File: src/rtl/minterm_encoder16.sv
// Sequential 16-to-4 minterm encoder: accepts a minterm vector and serially emits
// the 4-bit index of every set bit, lowest index first, over a ready/valid stream.
module minterm_encoder16 (
    input  logic        clk,
    input  logic        rst_n,
    input  logic [15:0] min,
    input  logic        in_valid,
    output logic        in_ready,
    output logic        a,
    output logic        b,
    output logic        c,
    output logic        d,
    output logic        out_valid,
    input  logic        out_ready,
    output logic        out_last,
    output logic [4:0]  count,
    output logic        empty_err
);

    typedef enum logic [0:0] {
        ST_IDLE = 1'b0,
        ST_EMIT = 1'b1
    } state_t;

    state_t      state_q, state_d;
    logic [15:0] pend_q, pend_d;
    logic [4:0]  count_q, count_d;
    logic        empty_err_q, empty_err_d;

    logic [3:0]  idx_s;
    logic        one_left_s;
    logic        emit_s;

    function automatic logic [4:0] popcount16(input logic [15:0] v);
        logic [4:0] n;
        n = 5'd0;
        for (int i = 0; i < 16; i++) begin
            n = n + {4'd0, v[i]};
        end
        return n;
    endfunction

    // Bit 0 wins: scan from the top so the lowest set bit is written last.
    function automatic logic [3:0] lowest_index(input logic [15:0] v);
        logic [3:0] idx;
        idx = 4'd0;
        for (int i = 15; i >= 0; i--) begin
            if (v[i]) begin
                idx = 4'(i);
            end else begin
                idx = idx;
            end
        end
        return idx;
    endfunction

    // Decode of the pending vector: current index and whether it is the final one.
    always_comb begin
        idx_s      = lowest_index(pend_q);
        one_left_s = (pend_q != 16'h0000) && ((pend_q & (pend_q - 16'h0001)) == 16'h0000);
        emit_s     = (state_q == ST_EMIT);
    end

    // Next-state logic for the accept/emit sequence.
    always_comb begin
        state_d     = state_q;
        pend_d      = pend_q;
        count_d     = count_q;
        empty_err_d = 1'b0;
        case (state_q)
            ST_IDLE: begin
                if (in_valid) begin
                    pend_d  = min;
                    count_d = popcount16(min);
                    if (min != 16'h0000) begin
                        state_d = ST_EMIT;
                    end else begin
                        empty_err_d = 1'b1;
                    end
                end else begin
                    state_d = ST_IDLE;
                end
            end
            ST_EMIT: begin
                if (out_ready) begin
                    // Clearing the lowest set bit retires the beat being presented.
                    pend_d = pend_q & (pend_q - 16'h0001);
                    if (one_left_s) begin
                        state_d = ST_IDLE;
                    end else begin
                        state_d = ST_EMIT;
                    end
                end else begin
                    state_d = ST_EMIT;
                end
            end
            default: begin
                state_d = ST_IDLE;
                pend_d  = 16'h0000;
            end
        endcase
    end

    // State and data registers with synchronous active-low reset.
    always_ff @(posedge clk) begin
        if (!rst_n) begin
            state_q     <= ST_IDLE;
            pend_q      <= 16'h0000;
            count_q     <= 5'd0;
            empty_err_q <= 1'b0;
        end else begin
            state_q     <= state_d;
            pend_q      <= pend_d;
            count_q     <= count_d;
            empty_err_q <= empty_err_d;
        end
    end

    // Output decode, purely from registered state.
    always_comb begin
        in_ready  = ~emit_s;
        out_valid = emit_s;
        count     = count_q;
        empty_err = empty_err_q;
        if (emit_s) begin
            {a, b, c, d} = idx_s;
            out_last     = one_left_s;
        end else begin
            {a, b, c, d} = 4'd0;
            out_last     = 1'b0;
        end
    end

endmodule
File: config.mk
export PLATFORM = sky130hd
export DESIGN_NAME = minterm_encoder16
export DESIGN_NICKNAME = d
export VERILOG_FILES = /design/src/rtl/minterm_encoder16.sv
export SDC_FILE = /design/constraint.sdc
export NUM_CORES = 1
export LEC_CHECK = 0
export CAP_MARGIN = 30
export CORE_ASPECT_RATIO = 0.8
export CORE_UTILIZATION = 51
export DETAILED_ROUTE_END_ITERATION = 10
export MAX_ROUTING_LAYER = met4
export PLACE_DENSITY_LB_ADDON = 0.25
export SYNTH_ARGS = -nofsm -noshare
export SYNTH_HDL_FRONTEND = slang
export SYNTH_SLANG_ARGS = --single-unit
File: constraint.sdc
create_clock -name clk -period 5.8 [get_ports clk]
set_clock_uncertainty 0.15 [all_clocks]
set_input_delay 1.74 -clock clk [delete_from_list [all_inputs] [get_ports clk]]
set_output_delay 1.74 -clock clk [all_outputs]
set_load 0.03 [all_outputs]
==> run_summary.xml <==
<?xml version="1.0" encoding="UTF-8"?>
<metrics>
  <group name="run_status">
    <metric name="outcome" unit="">completed</metric>
  </group>
  <group name="layout">
    <metric name="final_layout_size_suffix_gt1_frac" unit="">0.0560</metric>
    <metric name="layout.cells.most_common" unit="">clkdlybuf4s50_1</metric>
    <metric name="final_nets" unit="">287</metric>
    <metric name="layoutNonFillerInstCount" unit="">290</metric>
    <metric name="antenna-diode-count" unit="">0</metric>
    <metric name="layout.cells.most_common_list" unit="">32 x clkdlybuf4s50_1, 29 x inv_1, 23 x dfxtp_1, 22 x nand2_1, 14 x o21ai_0</metric>
    <metric name="flow.area_growth_from_synthesis" unit="%">19.8</metric>
  </group>
  <group name="setup_path">
    <metric name="r2r-start" unit="">pend_q[4]</metric>
    <metric name="setup.worst_path.end_class" unit="">flip-flop</metric>
    <metric name="worst_ep_required_time" unit="ps">5810</metric>
    <metric name="worst_ep_arrival_time" unit="ps">5440</metric>
    <metric name="setup.worst_path.start_class" unit="">input port</metric>
    <metric name="timing.critical_path.from" unit="">min[0]</metric>
    <metric name="worst-path-max-fanout" unit="">2</metric>
    <metric name="worst-setup-path-type" unit="">in2reg</metric>
  </group>
  <group name="power">
    <metric name="totalPowerFinal" unit="W">0.000612</metric>
    <metric name="vdd_ir_drop_max" unit="mV">0.231</metric>
    <metric name="cellPowerDensity" unit="mW/mm^2">283</metric>
    <metric name="static_leakage" unit="nW">0.895</metric>
  </group>
  <group name="die">
    <metric name="die-area" unit="mm^2">0.00379</metric>
    <metric name="die_w" unit="um">68.5</metric>
    <metric name="die_height" unit="um">55.2</metric>
    <metric name="io_pins" unit="">33</metric>
    <metric name="design.core.area" unit="mm^2">0.00322</metric>
    <metric name="start_util" unit="">0.561</metric>
    <metric name="rows" unit="">18</metric>
  </group>
  <group name="global_routing">
    <metric name="grt_pass1_wl" unit="um">7570</metric>
    <metric name="antenna_found_initial" unit="">0</metric>
    <metric name="grt_use_total" unit="">0.275</metric>
    <metric name="grt_remaining_overflow" unit="">0</metric>
    <metric name="largest_net_degree_at_the_start_of_global_routing" unit="">24</metric>
    <metric name="first_global_vias" unit="">1570</metric>
  </group>
  <group name="clock_tree">
    <metric name="tritoncts_sink_count" unit="">23</metric>
    <metric name="cts-htree-levels" unit="">1</metric>
    <metric name="clkLatencyLatePin" unit="ps">270</metric>
    <metric name="ctsHoldBuffers" unit="">0</metric>
    <metric name="clock_tree_from_tritoncts" unit="">yes</metric>
    <metric name="cts-buffers-inserted" unit="">3</metric>
    <metric name="clock_transition_at_the_register_clock_pins_on_the_worst_setup_and_hold_paths_after_cts" unit="ps">70</metric>
    <metric name="cts.repair_timing.setup_buffer_count" unit="">0</metric>
    <metric name="clk_path_buf_depth" unit="">2</metric>
    <metric name="cts_root_buffer" unit="">clkbuf_8</metric>
    <metric name="post_cts_resize_count" unit="">0</metric>
  </group>
  <group name="sta">
    <metric name="final.setup.tns" unit="ps">0</metric>
    <metric name="tightestPinTransition" unit="ps">770</metric>
    <metric name="finalHoldViolCount" unit="">0</metric>
    <metric name="achievable-frequency" unit="MHz">184</metric>
    <metric name="setup_viol" unit="">0</metric>
    <metric name="rsz0062_at_grt" unit="">false</metric>
    <metric name="timing.max_slew.rel_slack" unit="">0.486</metric>
    <metric name="min_period_over_period" unit="">0.935</metric>
    <metric name="slew_violations" unit="">0</metric>
    <metric name="finalHoldWorstSlack" unit="ps">329</metric>
    <metric name="final.min_clock_period" unit="ps">5420</metric>
  </group>
  <group name="detailed_routing">
    <metric name="drc" unit="">0</metric>
    <metric name="final_antenna_net_count" unit="">0</metric>
    <metric name="per_cell_routed_wire_length" unit="um">15.7</metric>
    <metric name="routed_via_density" unit="">5.83</metric>
    <metric name="drt_first_pass_iters" unit="">4</metric>
    <metric name="detail_route.iter0.violations" unit="">109</metric>
    <metric name="route.vias.total" unit="">1691</metric>
    <metric name="postRouteWirelength" unit="um">4570</metric>
  </group>
  <group name="logic_synthesis">
    <metric name="synth_warn" unit="">0</metric>
    <metric name="synth_cell_type_count" unit="">48</metric>
    <metric name="synthesis.area_per_instance" unit="um^2">7.99</metric>
    <metric name="syn_nets" unit="">262</metric>
    <metric name="ys_async_sr_fraction" unit="">0</metric>
    <metric name="synth_ff_type" unit="">dfxtp_1</metric>
    <metric name="synth-seq-cells" unit="">23</metric>
    <metric name="synth_area" unit="mm^2">0.00181</metric>
    <metric name="ys_seq_area_frac" unit="">0.255</metric>
    <metric name="syn_inst" unit="">226</metric>
    <metric name="count_of_flip_flops_with_a_built_in_enable_after_synthesis" unit="">0</metric>
  </group>
  <group name="place">
    <metric name="hpwlAfterDp" unit="um">3480</metric>
    <metric name="dp.cells" unit="">286</metric>
    <metric name="globalplace.congestion" unit="">0.936</metric>
    <metric name="io_buffers" unit="">32</metric>
  </group>
  <group name="hold_path">
    <metric name="timing.hold.worst.start" unit="">count[4]</metric>
    <metric name="min-delay-path-class" unit="">reg2reg</metric>
  </group>
  <group name="flow_run">
    <metric name="max_cap_violations" unit="">0</metric>
  </group>
</metrics>
metrics by stage:
step	setup WS, ps	util	area (um^2)
2_1_floorplan	773	-	1810
3_3_place_gp	186	0.658	2120
3_5_place_dp	83.1	0.658	2120
4_1_cts	373	0.672	2160
5_1_grt	196	0.672	2160
6_report	376	0.672	2160
area by class of cell:
cell class | instances | area, um^2
inverters | 30 | 113
well taps | 40 | 50.0
clock buffers | 4 | 45.0
fillers | 288 | 1060
flip-flops and latches | 23 | 460
repair buffers | 35 | 343
multi-input cells | 158 | 1150
worst max-delay path, stage by stage:
cell	delay [ps]
clkdlybuf4s50_1	480
inv_1	80
fa_1	560
fa_1	440
fa_1	430
fa_1	600
inv_1	60
ha_1	280
a21o_1	180
a21oi_1	170
xor2_1	150
o21ai_0	80
and2_1	170
power breakdown:
group          switching [W]  internal [W]  total, W
Combinational       0.000172      0.000144  0.000316
Sequential         0.0000198      0.000176  0.000195
Clock              0.0000514     0.0000491  0.000101
final timing paths:
path         cells past startpoint   endpoint  slack (ps)
max                             13   count[3]         380
min                              2   count[4]         330
max reg2reg                      6  out_valid        3070
min reg2reg                      2   count[4]         330
logic make-up (layout without fill, tap and decap cells):
kind of cell | after synthesis | in the layout | synth area share
XOR/XNOR | 2 | 2 | 0.00970
buffers and inverters | 45 | 69 | 0.107
adder cells (fa/ha/maj) | 19 | 19 | 0.169
AND/OR/NAND/NOR | 78 | 78 | 0.236
flip-flops | 23 | 23 | 0.255
AO/OA/AOI/OAI | 58 | 58 | 0.218
multiplexers | 1 | 1 | 0.00554
synthesized netlist by cell type (3+ instances only):
cell | number | area share
buf_6 | 3 | 0.019
fa_1 | 10 | 0.11
nor2b_1 | 12 | 0.042
inv_1 | 29 | 0.060
ha_1 | 6 | 0.042
o21ai_0 | 14 | 0.039
dfxtp_1 | 23 | 0.25
nor2_1 | 10 | 0.021
clkbuf_1 | 11 | 0.023
nor4_1 | 8 | 0.028
maj3_1 | 3 | 0.017
nand3_1 | 3 | 0.0083
a21boi_0 | 7 | 0.029
a21oi_1 | 9 | 0.025
o211ai_1 | 4 | 0.017
nand2_1 | 22 | 0.046
a22oi_1 | 7 | 0.029
nor3_1 | 7 | 0.019
routing by layer:
metal	vias up	GRT usage	wire length [um]
li1	831	-	-
met1	790	0.401	2110
met2	64	0.395	2050
met3	6	0.0517	358
met4	0	0.0536	49
met5	-	-	0
registers in the layout (all words and copies together) (netlist names):
register / count
count: 5
empty_err: 1
out_valid: 1
pend_q: 16
No activity file was read; power rests on OpenSTA's default activity.
